<file path="config.mk">
export PLATFORM = sky130hd
export DESIGN_NAME = pool2d_stream
export DESIGN_NICKNAME = d
export VERILOG_FILES = /design/src/rtl/pool2d_stream.sv
export SDC_FILE = /design/constraint.sdc
export NUM_CORES = 1
export LEC_CHECK = 0
export CAP_MARGIN = 20
export CORE_AREA = 2 2 184 186
export CTS_CLUSTER_DIAMETER = 60
export DETAILED_ROUTE_END_ITERATION = 10
export DIE_AREA = 0 0 186 188
export HOLD_SLACK_MARGIN = 0.06
export PLACE_DENSITY = 0.73
export RECOVER_POWER = 25
export SYNTH_ARGS = -nofsm -noshare
export SYNTH_HDL_FRONTEND = slang
export SYNTH_SLANG_ARGS = --single-unit
</file>
<file path="constraint.sdc">
create_clock -name clk -period 18.28 [get_ports clk]
set_clock_uncertainty 0.05 [all_clocks]
set_input_delay 2.742 -clock clk [delete_from_list [all_inputs] [get_ports clk]]
set_output_delay 2.742 -clock clk [all_outputs]
set_load 0.03 [all_outputs]
</file>
<file path="src/rtl/pool2d_stream.sv">
// Streaming 2x2 / stride-2 average or max pooling over a raster-order feature map.
// Optional POOL_RELU_EN clamps every pooled result to zero or above.
module pool2d_stream #(
    parameter int DATA_W = 32,
    parameter int FM_W   = 6,
    parameter int FM_H   = 6
) (
    input  logic                     clk,
    input  logic                     rst,
    input  logic                     start,
    input  logic                     mode,
    input  logic                     in_valid,
    output logic                     in_ready,
    input  logic signed [DATA_W-1:0] in_data,
    output logic                     out_valid,
    input  logic                     out_ready,
    output logic signed [DATA_W-1:0] out_data,
    output logic                     out_last,
    output logic                     busy,
    output logic                     done
);

    localparam int CW = (FM_W > 2) ? $clog2(FM_W) : 1;
    localparam int RW = (FM_H > 2) ? $clog2(FM_H) : 1;

    typedef enum logic [1:0] {StIdle, StRun, StDrain, StDone} state_e;

    state_e state_q, state_d;

    logic [CW-1:0]            col_q;
    logic [RW-1:0]            row_q;
    logic                     mode_q;
    logic signed [DATA_W-1:0] lb [FM_W];
    logic signed [DATA_W-1:0] hold_q;

    logic                     in_fire, out_fire, win_fire, last_pix;
    logic [CW-1:0]            col_pair;
    logic signed [DATA_W-1:0] pa, pb, pc, pd;
    logic signed [DATA_W+1:0] sum;
    logic signed [DATA_W-1:0] avg, max_ab, max_cd, max_all, pooled, result;

    assign in_fire  = in_valid && in_ready;
    assign out_fire = out_valid && out_ready;
    assign last_pix = (row_q == RW'(FM_H - 1)) && (col_q == CW'(FM_W - 1));
    assign win_fire = in_fire && row_q[0] && col_q[0];
    assign col_pair = col_q - CW'(1);

    assign in_ready = (state_q == StRun) && !(out_valid && !out_ready);
    assign busy     = (state_q != StIdle);
    assign done     = (state_q == StDone);

    always_comb begin
        state_d = state_q;
        case (state_q)
            StIdle:  if (start) state_d = StRun;
            StRun:   if (in_fire && last_pix) state_d = StDrain;
            StDrain: if (out_fire && out_last) state_d = StDone;
            StDone:  state_d = StIdle;
            default: state_d = StIdle;
        endcase
    end

    // Window: top pair from the line buffer, bottom pair from hold + current pixel.
    always_comb begin
        pa      = lb[col_pair];
        pb      = lb[col_q];
        pc      = hold_q;
        pd      = in_data;
        sum     = $signed({{2{pa[DATA_W-1]}}, pa}) + $signed({{2{pb[DATA_W-1]}}, pb})
                + $signed({{2{pc[DATA_W-1]}}, pc}) + $signed({{2{pd[DATA_W-1]}}, pd});
        avg     = sum[DATA_W+1:2];
        max_ab  = (pa > pb) ? pa : pb;
        max_cd  = (pc > pd) ? pc : pd;
        max_all = (max_ab > max_cd) ? max_ab : max_cd;
        pooled  = mode_q ? max_all : avg;
`ifdef POOL_RELU_EN
        result  = pooled[DATA_W-1] ? '0 : pooled;
`else
        result  = pooled;
`endif
    end

    always_ff @(posedge clk) begin
        if (rst) begin
            state_q   <= StIdle;
            col_q     <= '0;
            row_q     <= '0;
            mode_q    <= 1'b0;
            out_valid <= 1'b0;
            out_data  <= '0;
            out_last  <= 1'b0;
        end else begin
            state_q <= state_d;
            if (state_q == StIdle && start) begin
                mode_q <= mode;
                col_q  <= '0;
                row_q  <= '0;
            end else if (in_fire) begin
                if (col_q == CW'(FM_W - 1)) begin
                    col_q <= '0;
                    row_q <= (row_q == RW'(FM_H - 1)) ? '0 : row_q + RW'(1);
                end else begin
                    col_q <= col_q + CW'(1);
                end
            end
            if (win_fire) begin
                out_valid <= 1'b1;
                out_data  <= result;
                out_last  <= last_pix;
            end else if (out_fire) begin
                out_valid <= 1'b0;
                out_last  <= 1'b0;
            end
        end
    end

    // Pixel storage is write-before-read per frame, so it carries no reset.
    always_ff @(posedge clk) begin
        if (in_fire && !row_q[0]) lb[col_q] <= in_data;
        if (in_fire && row_q[0] && !col_q[0]) hold_q <= in_data;
    end

endmodule

</file>
* After elaboration in Yosys (flattened, before gate mapping)
Memory sizes are Yosys's and may differ from the RTL's. A register that Yosys moved wholly into a read port is not among the register bits. Index checks and enable logic that the tools add are counted.
Storage, ports and cells: register bits 75, bits in writable memories 192, bits of input ports 38, output and inout port bits 37, logic and storage cells 65, memories 1
Memories:
- lb | words 6, bits a word 32, rd ports 2, clocked after memory_dff 1, wr ports 1, RTL line 33 | logic signed [DATA_W-1:0] lb [FM_W];
Operators by class: $add $sub $neg 6, $lt $le $gt $ge 3, eq/ne operators 8, mux-type cells 17, reduce and logical (&&, ||, !) cells 22
Operators with widths (count):
- $mux W32 | 4
- $gt A32 B32 Y1 | 3
- $add A33 B32 Y34 | 1
- $add A34 B32 Y34 | 1
- $add A32 B32 Y33 | 1
- $logic_and A1 B1 Y1 | 12
- $mux W3 | 4
- $pmux W2 S4 | 1
- $add A3 B1 Y3 const B | 2
- $eq A3 B3 Y1 const B | 2
- $mux W2 | 3
- $mux W1 | 5
- $eq A2 B2 Y1 const B | 2
- $logic_not A1 Y1 | 4
- $ne A2 B2 Y1 const B | 2
- $reduce_bool A2 Y1 | 2
- $reduce_and A3 Y1 | 1
- $sub A3 B1 Y3 const B | 1
- $eq A2 B1 Y1 const B | 1
- $logic_not A2 Y1 | 1
- $ne A2 B1 Y1 const B | 1
- $reduce_and A2 Y1 | 1
- $reduce_or A2 Y1 | 1

* Longest topological paths before layout
Gate-level depths: netlist (run 1).
word-level depth 8, mapped depth 31, depth with buffers taken out 23

* Worst setup path before layout (run 1)
No wires, ideal clock.
kind reg2reg, start point register col_q[0], end point register out_data[3], data arrival time 7.771 ns, data required time 18.115 ns, setup slack 10.344 ns, cell stages (with the launch flop) 32, buffers on the path 10, path through dfxtp_1 buf_2 buf_2 buf_2 buf_2 inv_1 ha_1 clkbuf_1 clkbuf_1 clkbuf_1 mux4_2 nand2_1 o21ai_0 ha_1 a21o_1 a221o_1 a2bb2oi_1 a31oi_1 o31ai_2 buf_2 mux2_2 ha_1 nand4_1 or4_1 or4_4 and3_1 a22o_4 buf_6 buf_6 nand2_1 o221ai_1 o21ba_1
Between the ends: longest elaborated chain between the ends 7, elaborated cells on any way between the ends 11
Ends and longest elaborated chain:
- from (decl) | RTL line 30 | logic [CW-1:0] col_q;
- from (signal assigned) | RTL line 103 | col_q <= col_q + CW'(1);
- branches (longest 7 deep; another with $add A33 B32 Y34)
- to (signal assigned) | RTL line 108 | out_data <= result;
- to (decl) | RTL line 17 | output logic signed [DATA_W-1:0] out_data,
Several ways; the timed one is not identified. A chain may end at the register's enable or synchronous reset.

* Final worst setup path (run 1)
start point input port in_data[31], end point register out_data[9]
Between the ends: longest elaborated chain between the ends 5
Ends and longest elaborated chain:
- from (decl) | RTL line 14 | input logic signed [DATA_W-1:0] in_data,
- $gt A32 B32 Y1 | RTL line 73 | max_cd = (pc > pd) ? pc : pd;
- $mux W32 (*) | RTL line 73
- $gt A32 B32 Y1 | RTL line 74 | max_all = (max_ab > max_cd) ? max_ab : max_cd;
- $mux W32 (*) | RTL line 74
- $mux W32 (*) | RTL line 75 | pooled = mode_q ? max_all : avg;
Every way passes the cells marked *; elsewhere a longest branch is shown, timed or not.

==> summary.txt, run 1 <==
Status
  – Status: finished clean

Yosys
  – Total nets after synthesis: 1745
  – Share of synthesized flip-flops with an asynchronous set or reset: 0%
  – Post-synthesis sequential element count: 270
  – Post-synthesis instance area: 18000 um2
  – Number of flops mapped to enable cells by yosys: 224
  – Post-Synthesis Cells: 1506
  – Post-Synthesis Mean Instance Area: 11.9 um2
  – Most frequently used flop master after synthesis: sky130_fd_sc_hd__edfxtp_1
  – Library cells used by synthesis: 74
  – Synth warn: 0
  – Portion of the post-synthesis area used by sequential elements: 42.6%

Worst hold path
  – Hold Crit Endpoint: out_data[4]
  – Worst Hold Depth: 1
  – Origin of the worst min-delay path: out_data[4]
  – Worst Hold Class: register to register

Clock network
  – CTS Sinks: 270
  – Latest clock arrival within the worst-skew pair: 0.53 ns
  – Number of levels in the clock H-tree: 2
  – Number of post-CTS setup repair buffers: 0
  – Cts bufs inserted: 35
  – Clock tree buffer depth: 3
  – Root buffer cell: sky130_fd_sc_hd__clkbuf_16
  – Post-CTS clock slew at the launch and capture registers of the worst setup and hold paths: 0.05 ns
  – TritonCTS clock tree: yes
  – Post-CTS Hold Buffers: 0
  – Quantity of gates resized following cts: 0

Route
  – DR vias/cell: 6.32
  – Overall routed net length: 50700 um
  – Overall via count from detail_route: 12900
  – Iteration-0 DRC Markers: 1137
  – Number of optimization iterations in the first detailed-route pass: 5
  – Number of design rule violations left after detail routing: 0
  – DRT antenna net count: 0
  – Routed wire length per instance: 24.8 um

Layout
  – Util after Layout: 61.2%
  – Proportion of layout cells with a drive suffix above 1: 12.4%
  – Final instance count without filler cells: 2044
  – Layout overhead on the synthesized area: 12.7%
  – Final #Nets: 1810
  – Count of filler cells inserted in the layout: 2601

Timing
  – Slew Limit Headroom: 32.0%
  – Final cycle utilization of the critical path: 52.8%
  – Crit path time final: 9.65 ns
  – Transition time of the tightest slew-check pin: 1.01 ns
  – RSZ-0062 raised after global routing: false
  – Number of max-slew violations in the final report: 0
  – Hold Worst Slack: 0.433 ns
  – Post-route setup TNS: 0 ns
  – Number of hold-slack violations in the final timing report: 0
  – Number of endpoints failing setup at the final stage: 0
  – Final worst setup slack: 8.63 ns
  – Achievable Freq: 104 MHz

Floorplan
  – Die boundary height: 188 um
  – Top-Level Pins: 75
  – Effective utilization at floorplan: 54.3%
  – Die Footprint: 35000 um2
  – Die Wd: 186 um
  – Total core area: 33100 um2
  – FP Rows: 67

Power and ir drop
  – Peak supply drop: 0.0857 mV
  – Pwr Density: 155 nW/um2
  – Leakage Power: 0.00741 uW

Worst setup path
  – Crit path max-delay cell type: sky130_fd_sc_hd__nor2_1
  – Slowest Stage Delay on Critical Path: 0.86 ns
  – Capture point of the worst reg-to-reg path: out_data[9]
  – Launch point of the worst reg-to-reg path: col_q[0]
  – Required time worst endpoint: 18.62 ns
  – Worst-path fanout max: 28
  – CP Capture Type: register
  – Buf/Inv on CP: 3
  – Critical Setup Path Class: primary input to register
  – Kind of start point of the critical path: primary input
  – Worst-case reg-to-reg path depth: 21
  – Arrival @ worst endpoint: 10.00 ns
  – Crit path top cell by count: sky130_fd_sc_hd__nand3_1
  – Cell class contributing the biggest share of worst-path delay: simple AND/OR/NAND/NOR gates
  – R2R Setup Slk: 9.53 ns
  – Cell Chain, Critical Path: dlygate4sd3_1 > inv_1 > ha_1 > nand4_1 > a21oi_1 > a2111oi_0 > nand3_1 > mux2i_4 > buf_4 > mux2i_1 > ha_1 > nand4_1 > or4_1 > or4_4 > nand3_1 > nand3_1 > nor2_1 > and2_1 > nor3_1

Global route
  – Total gr overflow: 0
  – Antenna violations before repair: 2
  – Largest net degree at the start of global routing: 65
  – Number of global-route vias before repair: 13700
  – First-pass GRT wire length: 78000 um
  – GRT Total Usage: 29.7%

Place
  – Quantity of I/O buffers inserted on ports: 74
  – Final RePlAce weighted congestion: 0.946
  – Placed cell count: 1982
  – Worst Setup Slack post-DPL: 8.25 ns
  – Hpwl dp: 36500 um

Flow run
  – Number of violations of the max-capacitance limit: 0
## worst register-to-register path: stages (launching register included)
cell,delay [ns]
sky130_fd_sc_hd__dfxtp_4,0.63
sky130_fd_sc_hd__buf_4,0.80
sky130_fd_sc_hd__mux4_2,0.67
sky130_fd_sc_hd__nand2_1,0.09
sky130_fd_sc_hd__o21ai_0,0.32
sky130_fd_sc_hd__ha_1,0.44
sky130_fd_sc_hd__and2_0,0.15
sky130_fd_sc_hd__a221o_1,0.30
sky130_fd_sc_hd__a2bb2oi_1,0.28
sky130_fd_sc_hd__a31oi_1,0.19
sky130_fd_sc_hd__o31ai_4,0.27
sky130_fd_sc_hd__buf_4,0.48
sky130_fd_sc_hd__mux2_2,0.46
sky130_fd_sc_hd__ha_1,0.34
sky130_fd_sc_hd__nand4_1,0.13
sky130_fd_sc_hd__or4_1,0.55
sky130_fd_sc_hd__or4_4,0.57
sky130_fd_sc_hd__nand3_1,0.14
sky130_fd_sc_hd__nand3_1,0.60
sky130_fd_sc_hd__nor2_1,0.86
sky130_fd_sc_hd__and2_1,0.23
sky130_fd_sc_hd__nor3_1,0.05
## cell type report
| class | count | area, um2 | area share, % |
|---|---|---|---|
| clock inverters | 19 | 161 | 0.797 |
| well taps | 448 | 561 | 2.77 |
| diodes | 2 | 5.00 | 0.0247 |
| flip-flops and latches | 270 | 7660 | 37.8 |
| inverters | 85 | 319 | 1.58 |
| clock buffers | 41 | 898 | 4.44 |
| repair buffers | 92 | 876 | 4.32 |
| multi-input cells | 1087 | 9780 | 48.3 |
## power by group
group / leakage, uW / switching [uW] / total, uW / internal, uW
Clock: 0.000501 / 269 / 638 / 370
Sequential: 0.00239 / 16.7 / 706 / 689
Combinational: 0.00451 / 1070 / 1800 / 732
Total: 0.00741 / 1350 / 3140 / 1790
## metrics by stage
stage | power (uW) | instance area, um2
detailed placement | 2480 | 19200
global route | 3340 | 20300
finish | 3140 | 20300
CTS | 3130 | 20300
global placement | 2460 | 19200
floorplan | 2000 | 18000
## synth_stat cells (4+ instances only)
library cell	instances	area [um2]
sky130_fd_sc_hd__edfxtp_1	224	6730
sky130_fd_sc_hd__ha_1	136	1700
sky130_fd_sc_hd__a21oi_1	116	581
sky130_fd_sc_hd__nand2_1	109	409
sky130_fd_sc_hd__o21ai_0	101	505
sky130_fd_sc_hd__mux2i_1	97	971
sky130_fd_sc_hd__inv_1	84	315
sky130_fd_sc_hd__nor2_1	80	300
sky130_fd_sc_hd__fa_1	65	1300
sky130_fd_sc_hd__mux4_2	64	1440
sky130_fd_sc_hd__dfxtp_1	46	921
sky130_fd_sc_hd__clkbuf_1	34	128
sky130_fd_sc_hd__mux2_2	32	360
sky130_fd_sc_hd__a21o_1	21	158
sky130_fd_sc_hd__nor3_1	21	105
sky130_fd_sc_hd__buf_2	19	95.1
sky130_fd_sc_hd__nand3_1	19	95.1
sky130_fd_sc_hd__nand4_1	19	119
sky130_fd_sc_hd__xnor2_1	15	131
sky130_fd_sc_hd__and3_1	14	87.6
sky130_fd_sc_hd__nand2b_1	12	75.1
sky130_fd_sc_hd__a211oi_1	10	75.1
sky130_fd_sc_hd__a31oi_1	10	62.6
sky130_fd_sc_hd__o21a_1	10	75.1
sky130_fd_sc_hd__o21ai_1	10	50.1
sky130_fd_sc_hd__o221a_2	10	113
sky130_fd_sc_hd__xor2_1	10	87.6
sky130_fd_sc_hd__buf_1	8	30.0
sky130_fd_sc_hd__o21bai_1	8	60.1
sky130_fd_sc_hd__nor2b_1	7	43.8
sky130_fd_sc_hd__and2_1	6	37.5
sky130_fd_sc_hd__o211ai_1	6	45.0
sky130_fd_sc_hd__o211a_1	5	50.1
sky130_fd_sc_hd__o221ai_1	5	43.8
sky130_fd_sc_hd__o31ai_1	5	37.5
sky130_fd_sc_hd__or4_1	5	37.5
sky130_fd_sc_hd__a211o_1	4	35.0
sky130_fd_sc_hd__o22ai_1	4	25.0
sky130_fd_sc_hd__or3_1	4	25.0
## flip-flops by register name (all words and copies together) (netlist names), named ones only
signal,flops
state_q,2
lb,192
row_q,3
hold_q,32
col_q,3
out_valid,1
out_data,32
mode_q,1
out_last,1
## placed cells by master (no fill, tap or decap), types with 6 or more instances in the layout
cell type                         count
sky130_fd_sc_hd__clkbuf_1             6
sky130_fd_sc_hd__fa_1                65
sky130_fd_sc_hd__o21bai_1             8
sky130_fd_sc_hd__nand2_1            109
sky130_fd_sc_hd__inv_1               84
sky130_fd_sc_hd__dlygate4sd3_1       19
sky130_fd_sc_hd__a21o_1              21
sky130_fd_sc_hd__clkbuf_16           35
sky130_fd_sc_hd__nor2b_1              7
sky130_fd_sc_hd__xnor2_1             14
sky130_fd_sc_hd__o21a_1              10
sky130_fd_sc_hd__o221a_2             10
sky130_fd_sc_hd__and3_1              14
sky130_fd_sc_hd__mux4_2              64
sky130_fd_sc_hd__o21ai_1             10
sky130_fd_sc_hd__mux2i_1             96
sky130_fd_sc_hd__clkdlybuf4s50_1     55
sky130_fd_sc_hd__nor2_1              78
sky130_fd_sc_hd__o21ai_0            101
sky130_fd_sc_hd__and2_1               6
sky130_fd_sc_hd__a31oi_1             10
sky130_fd_sc_hd__xor2_1              10
sky130_fd_sc_hd__nand3_1             19
sky130_fd_sc_hd__o211ai_1             6
sky130_fd_sc_hd__nor3_1              19
sky130_fd_sc_hd__nand2b_1            12
sky130_fd_sc_hd__a21oi_1            116
sky130_fd_sc_hd__buf_4               18
sky130_fd_sc_hd__mux2_2              32
sky130_fd_sc_hd__edfxtp_1           224
sky130_fd_sc_hd__a211oi_1            10
sky130_fd_sc_hd__clkinv_1             8
sky130_fd_sc_hd__dfxtp_1             42
sky130_fd_sc_hd__nand4_1             19
sky130_fd_sc_hd__ha_1               136
## how the worst max path moves through the flow
stage                              end         from  cells after the start
after floorplan            out_data[3]     col_q[0]                     31
after detailed placement  out_data[30]  in_data[31]                     19
final                      out_data[9]  in_data[31]                     19
after global placement    out_data[24]  in_data[31]                     19
after global routing       out_data[9]  in_data[31]                     19
after CTS                  out_data[9]  in_data[31]                     19
## cell families (layout without fill, tap and decap cells)
kind of cell	Yosys count	count (layout)	share of synthesized area (%)
mux	195	195	15.6
simple gates	311	311	8.08
flops	270	270	42.6
xor+xnor	25	25	1.22
fa+ha+maj	201	201	16.7
buf+inv	149	237	3.37
other cells	0	2	0
compound gates	355	355	12.5
## metal layers
layer / global-route usage (%) / part of all wire (%) / vias to the layer above
met5: 0 / 0 / -
met4: 14.3 / 5.1 / 0
met3: 3.57 / 5.3 / 139
met2: 53.1 / 52 / 452
met1: 35.2 / 38 / 6476
li1: - / - / 5853
Power figures use the tool's default switching activity.
==> run 2: changes to the inputs <==
==> constraint.sdc (replaced) <==
create_clock -name clk -period 8.9 [get_ports clk]
set_clock_uncertainty 0.05 [all_clocks]
set_input_delay 1.335 -clock clk [delete_from_list [all_inputs] [get_ports clk]]
set_output_delay 1.335 -clock clk [all_outputs]
set_load 0.03 [all_outputs]
==> summary.txt, run 2 (same netlist as run 1, synthesis figures left out) <==
Worst setup path
  – Cell class contributing the biggest share of worst-path delay: simple AND/OR/NAND/NOR gates
  – Slowest Stage Delay on Critical Path: 0.70 ns
  – Capture point of the worst reg-to-reg path: out_data[30]
  – Arrival @ worst endpoint: 8.09 ns
  – Source of the critical timing path: in_data[30]
  – Crit path to: out_data[30]
  – Kind of start point of the critical path: primary input
  – Crit path max-delay cell type: sky130_fd_sc_hd__a2111oi_0
  – Worst-path fanout max: 26
  – R2R Setup Slk: 1.40 ns
  – Cell Chain, Critical Path: dlygate4sd3_1 > clkbuf_1 > inv_1 > ha_1 > nand4_1 > nor2_1 > a2111oi_0 > nand3_1 > mux2i_4 > buf_4 > mux2i_1 > ha_1 > nand4_1 > or4_1 > or4_4 > nand3_1 > nand3_1 > nor2_1 > buf_4 > a211o_1 > a21oi_1
  – CP Capture Type: register
  – Worst-case reg-to-reg path depth: 25
  – Required time worst endpoint: 9.28 ns
  – Number of cells on the critical path: 21
  – Critical Setup Path Class: primary input to register
  – Buf/Inv on CP: 5
  – Crit path top cell by count: sky130_fd_sc_hd__nand3_1
  – Launch point of the worst reg-to-reg path: col_q[1]

Route
  – Number of optimization iterations in the first detailed-route pass: 5
  – Overall via count from detail_route: 13200
  – Overall routed net length: 50700 um
  – Routed wire length per instance: 24.5 um
  – Number of design rule violations left after detail routing: 0
  – Iteration-0 DRC Markers: 1131
  – DR vias/cell: 6.37
  – DRT antenna net count: 0

Layout
  – Most common cell after layout, fill and taps aside: sky130_fd_sc_hd__edfxtp_1
  – Proportion of layout cells with a drive suffix above 1: 12.8%
  – Commonest cells after routing, fill and taps aside: 224 x sky130_fd_sc_hd__edfxtp_1, 136 x sky130_fd_sc_hd__ha_1, 116 x sky130_fd_sc_hd__a21oi_1, 109 x sky130_fd_sc_hd__nand2_1, 101 x sky130_fd_sc_hd__o21ai_0
  – Largest register FFs: 192
  – Final #Nets: 1836
  – Final instance count without filler cells: 2067
  – Util after Layout: 61.5%
  – Layout overhead on the synthesized area: 13.4%
  – Register ranked first by flip-flop count: lb
  – Diodes inserted: 0
  – Registers with the most flip-flops: lb: 192 flops, hold_q: 32 flops, out_data: 32 flops

Floorplan
  – Top-Level Pins: 75
  – Total core area: 33100 um2
  – FP Rows: 67
  – Effective utilization at floorplan: 54.3%
  – Die boundary height: 188 um
  – Die Wd: 186 um
  – Die Footprint: 35000 um2

Global route
  – First-pass GRT wire length: 78600 um
  – Largest net degree at the start of global routing: 74
  – Antenna violations before repair: 1
  – Number of global-route vias before repair: 13600
  – Total gr overflow: 0
  – GRT Total Usage: 29.8%

Timing
  – Number of endpoints failing setup at the final stage: 0
  – Number of hold-slack violations in the final timing report: 0
  – Final worst setup slack: 1.19 ns
  – Final cycle utilization of the critical path: 86.6%
  – RSZ-0062 raised after global routing: false
  – Post-route setup TNS: 0 ns
  – Slew Limit Headroom: 32.5%
  – Number of max-slew violations in the final report: 0
  – Achievable Freq: 130 MHz
  – Crit path time final: 7.71 ns
  – Transition time of the tightest slew-check pin: 1.00 ns
  – Hold Worst Slack: 0.447 ns

Clock network
  – Cts bufs inserted: 31
  – Clock tree buffer depth: 3
  – Post-CTS clock slew at the launch and capture registers of the worst setup and hold paths: 0.06 ns
  – Number of post-CTS setup repair buffers: 0
  – Quantity of gates resized following cts: 0
  – Post-CTS Hold Buffers: 0
  – Latest clock arrival within the worst-skew pair: 0.57 ns
  – Number of levels in the clock H-tree: 1
  – CTS Sinks: 270
  – Root buffer cell: sky130_fd_sc_hd__clkbuf_16
  – TritonCTS clock tree: yes

Place
  – Placed cell count: 2011
  – Hpwl dp: 38200 um
  – Final RePlAce weighted congestion: 1.02
  – Quantity of I/O buffers inserted on ports: 74
  – Worst Setup Slack post-DPL: 0.803 ns

Power and ir drop
  – Peak supply drop: 0.170 mV
  – Fraction of power consumed by combinational cells: 57.7%
  – Leakage Power: 0.00748 uW
  – Pint: 3650 uW
  – Relative contribution of the clock network to total power: 19.4%
  – Sw Ratio: 42.6%
  – Register share of total power: 22.9%
  – Pwr Density: 312 nW/um2
  – Switching power total: 2710 uW

Worst hold path
  – Worst Hold Class: register to register
  – Worst Hold Depth: 2

Flow run
  – Number of violations of the max-capacitance limit: 0

Status
  – Status: finished clean
==> run 2: changes by cell type in the layout (fill, tap and decap cells not counted), moves of 3 or more <==
| cell | change |
|---|---|
| sky130_fd_sc_hd__buf_4 | +6 |
| sky130_fd_sc_hd__clkbuf_16 | -4 |
| sky130_fd_sc_hd__buf_12 | +4 |
| sky130_fd_sc_hd__clkbuf_1 | +17 |
| sky130_fd_sc_hd__clkinv_2 | +4 |
| sky130_fd_sc_hd__clkinvlp_4 | -3 |
==> run 2: routing by layer <==
| layer | vias up | share of wire, % | global-route usage, % |
|---|---|---|---|
| met5 | - | 0.026 | 0 |
| met4 | 2 | 6.2 | 15.5 |
| met3 | 180 | 5.7 | 3.98 |
| met2 | 563 | 51 | 53.4 |
| met1 | 6538 | 37 | 34.6 |
| li1 | 5890 | - | - |
==> run 2: power groups by stage <==
| stage | sequential, uW | clock (uW) | combinational [uW] |
|---|---|---|---|
| 3_5_place_dp | 1480 | 0 | 3580 |
| 4_1_cts | 1460 | 1250 | 3610 |
| 2_1_floorplan | 1450 | 0 | 2660 |
| 3_3_place_gp | 1480 | 0 | 3530 |
| 6_report | 1460 | 1230 | 3670 |
| 5_1_grt | 1460 | 1290 | 4020 |
==> run 2: area by class of cell <==
type	instances	area [um2]
inverters	85	319
well taps	448	561
fillers	2659	12700
repair buffers	122	1090
clock buffers	35	791
clock inverters	20	185
multi-input cells	1087	9780
flip-flops and latches	270	7660
==> run 2: stage by stage <==
stage	cell area, um2	power [uW]
after floorplan	18000	4110
after global placement	19500	5010
after detailed placement	19500	5060
after CTS	20400	6310
after global routing	20400	6780
final	20400	6360
==> run 2: worst min-delay path by stage <==
| stage | startpoint | slack (ns) | endpoint |
|---|---|---|---|
| after floorplan | row_q[2] | 0.41 | row_q[2] |
| after global placement | row_q[2] | 0.42 | row_q[2] |
| after detailed placement | row_q[2] | 0.44 | row_q[2] |
| after CTS | row_q[2] | 0.45 | row_q[2] |
| after global routing | out_data[4] | 0.47 | out_data[4] |
| final | row_q[2] | 0.45 | row_q[2] |
==> run 2: worst min-delay path, delay by kind of cell, from the launching register on <==
kind,cells,cell delay (ns)
DFF,1,0.33
and+or+nand+nor,1,0.07
AOI/OAI and AO/OA,1,0.05
==> run 3: changes to the inputs <==
--- a/config.mk
+++ b/config.mk
@@ -6,10 +6,10 @@
 export NUM_CORES = 1
 export LEC_CHECK = 0
 export CAP_MARGIN = 20
-export CORE_AREA = 2 2 184 186
+export CORE_AREA = 2 2 194 177
 export CTS_CLUSTER_DIAMETER = 60
 export DETAILED_ROUTE_END_ITERATION = 10
-export DIE_AREA = 0 0 186 188
+export DIE_AREA = 0 0 196 179
 export HOLD_SLACK_MARGIN = 0.06
 export PLACE_DENSITY = 0.73
 export RECOVER_POWER = 25
==> summary.txt, run 3 (same netlist as run 1, synthesis figures left out) <==
Layout
  – Commonest cells after routing, fill and taps aside: 224 x sky130_fd_sc_hd__edfxtp_1, 136 x sky130_fd_sc_hd__ha_1, 116 x sky130_fd_sc_hd__a21oi_1, 109 x sky130_fd_sc_hd__nand2_1, 101 x sky130_fd_sc_hd__o21ai_0
  – Most common cell after layout, fill and taps aside: sky130_fd_sc_hd__edfxtp_1
  – Register cell area after layout: 7660 um2
  – Register ranked first by flip-flop count: lb
  – Final #Nets: 1833
  – Largest register FFs: 192
  – Layout overhead on the synthesized area: 13.2%
  – Footprint of the multi-input gates: 9780 um2
  – Proportion of layout cells with a drive suffix above 1: 13.0%
  – Registers with the most flip-flops: lb: 192 flops, hold_q: 32 flops, out_data: 32 flops
  – Count of filler cells inserted in the layout: 2615

Timing
  – RSZ-0062 raised after global routing: false
  – Slew Limit Headroom: 26.1%
  – Final cycle utilization of the critical path: 85.5%
  – Achievable Freq: 131 MHz
  – Final worst setup slack: 1.29 ns
  – Number of hold-slack violations in the final timing report: 0
  – Post-route setup TNS: 0 ns
  – Number of endpoints failing setup at the final stage: 0
  – Transition time of the tightest slew-check pin: 1.11 ns
  – Number of max-slew violations in the final report: 0
  – Crit path time final: 7.61 ns

Worst setup path
  – Arrival @ worst endpoint: 8.06 ns
  – Critical Setup Path Class: register to register
  – Required time worst endpoint: 9.35 ns
  – CP Capture Type: register
  – Worst-path fanout max: 22
  – Kind of start point of the critical path: register

Clock network
  – Latest clock arrival within the worst-skew pair: 0.58 ns
  – Root buffer cell: sky130_fd_sc_hd__clkbuf_16
  – Cts bufs inserted: 29
  – Quantity of gates resized following cts: 0
  – Clock tree buffer depth: 3
  – Number of levels in the clock H-tree: 1
  – Post-CTS Hold Buffers: 0
  – Post-CTS clock slew at the launch and capture registers of the worst setup and hold paths: 0.06 ns
  – Number of post-CTS setup repair buffers: 0
  – TritonCTS clock tree: yes
  – CTS Sinks: 270

Power and ir drop
  – Total Power: 6350 uW
  – Peak supply drop: 0.180 mV
  – Pwr Density: 312 nW/um2
  – Leakage Power: 0.00747 uW

Route
  – Number of design rule violations left after detail routing: 0
  – Number of optimization iterations in the first detailed-route pass: 5
  – DR vias/cell: 6.44
  – Overall routed net length: 50900 um
  – Routed wire length per instance: 24.8 um
  – DRT antenna net count: 0
  – Iteration-0 DRC Markers: 1138
  – Overall via count from detail_route: 13200

Place
  – Quantity of I/O buffers inserted on ports: 74
  – Worst Setup Slack post-DPL: 0.949 ns
  – Hpwl dp: 36600 um
  – Final RePlAce weighted congestion: 0.977

Floorplan
  – FP Rows: 64
  – Die boundary height: 179 um
  – Die Footprint: 35100 um2
  – Die Wd: 196 um
  – Effective utilization at floorplan: 53.9%
  – Total core area: 33300 um2
  – Top-Level Pins: 75

Global route
  – Antenna violations before repair: 0
  – Total gr overflow: 0
  – First-pass GRT wire length: 78700 um
  – Number of global-route vias before repair: 13700
  – GRT Total Usage: 29.8%
  – Largest net degree at the start of global routing: 74

Worst hold path
  – Worst Hold Class: register to register

Status
  – Status: finished clean

Flow run
  – Number of violations of the max-capacitance limit: 0
-- run 3: cell types whose count changed in the layout (fill, tap and decap cells not counted), sizes merged --
cell and delta:
clkinv +2, inv -2, dlygate4sd3 -2, buf +7
diode +2, clkdlybuf4s50 +2, clkinvlp +1, clkbuf -11
bufinv +1
-- run 3: cell type report --
type / instances / area share (%)
multi-input combinational: 1087 / 48.1
tap: 429 / 2.64
clock inverter: 22 / 0.984
antenna: 2 / 0.0246
clock buffer: 32 / 3.62
sequential: 270 / 37.6
inverter: 85 / 1.57
timing repair buffer: 121 / 5.44
-- run 3: stage by stage --
stage | instances | cell area [um2] | hold slack [ns] | util, %
final | 2048 | 20300 | 0.448 | 61.1
after floorplan | 1506 | 18000 | 0.413 | -
after CTS | 2045 | 20400 | 0.447 | 61.1
after global placement | 1991 | 19400 | 0.421 | 58.3
after detailed placement | 1991 | 19400 | 0.439 | 58.3
after global routing | 2046 | 20300 | 0.468 | 61.0
-- run 3: power by group --
part / internal (uW) / switching, uW
Sequential: 1420 / 31.9
Clock: 686 / 525
Combinational: 1530 / 2160
Total: 3630 / 2720
-- run 3: worst paths after layout --
check	startpoint	end	slack, ns	cells past startpoint
worst max-delay path	register	out_data[24]	1.29	23
worst min-delay path	row_q[2]	row_q[2]	0.45	2
worst max register to register	register	out_data[24]	1.29	23
worst min register to register	row_q[2]	row_q[2]	0.45	2
-- run 3: critical path: stages (launching register included) --
cell and delay, ns:
sky130_fd_sc_hd__dfxtp_2 0.87, sky130_fd_sc_hd__buf_4 0.30, sky130_fd_sc_hd__mux4_2 0.50, sky130_fd_sc_hd__nor2_1 0.10
sky130_fd_sc_hd__a21oi_1 0.11, sky130_fd_sc_hd__inv_1 0.14, sky130_fd_sc_hd__ha_1 0.23, sky130_fd_sc_hd__and2_0 0.18
sky130_fd_sc_hd__a221o_1 0.31, sky130_fd_sc_hd__a2bb2oi_1 0.24, sky130_fd_sc_hd__a31oi_1 0.26, sky130_fd_sc_hd__o31ai_4 0.52
sky130_fd_sc_hd__buf_6 0.26, sky130_fd_sc_hd__mux2_2 0.40, sky130_fd_sc_hd__ha_1 0.36, sky130_fd_sc_hd__nand4_1 0.17
sky130_fd_sc_hd__or4_1 0.57, sky130_fd_sc_hd__or4_4 0.57, sky130_fd_sc_hd__and3_1 0.21, sky130_fd_sc_hd__a22o_4 0.37
sky130_fd_sc_hd__nand2_2 0.24, sky130_fd_sc_hd__o21ai_0 0.11, sky130_fd_sc_hd__a211o_1 0.27, sky130_fd_sc_hd__a21oi_1 0.13
-- run 3: layer usage --
| layer | share of wire [%] | global-route usage [%] |
|---|---|---|
| met3 | 6.6 | 3.84 |
| met4 | 6.1 | 15.4 |
| met2 | 49 | 51.7 |
| met1 | 38 | 37.1 |
| met5 | 0 | 0 |
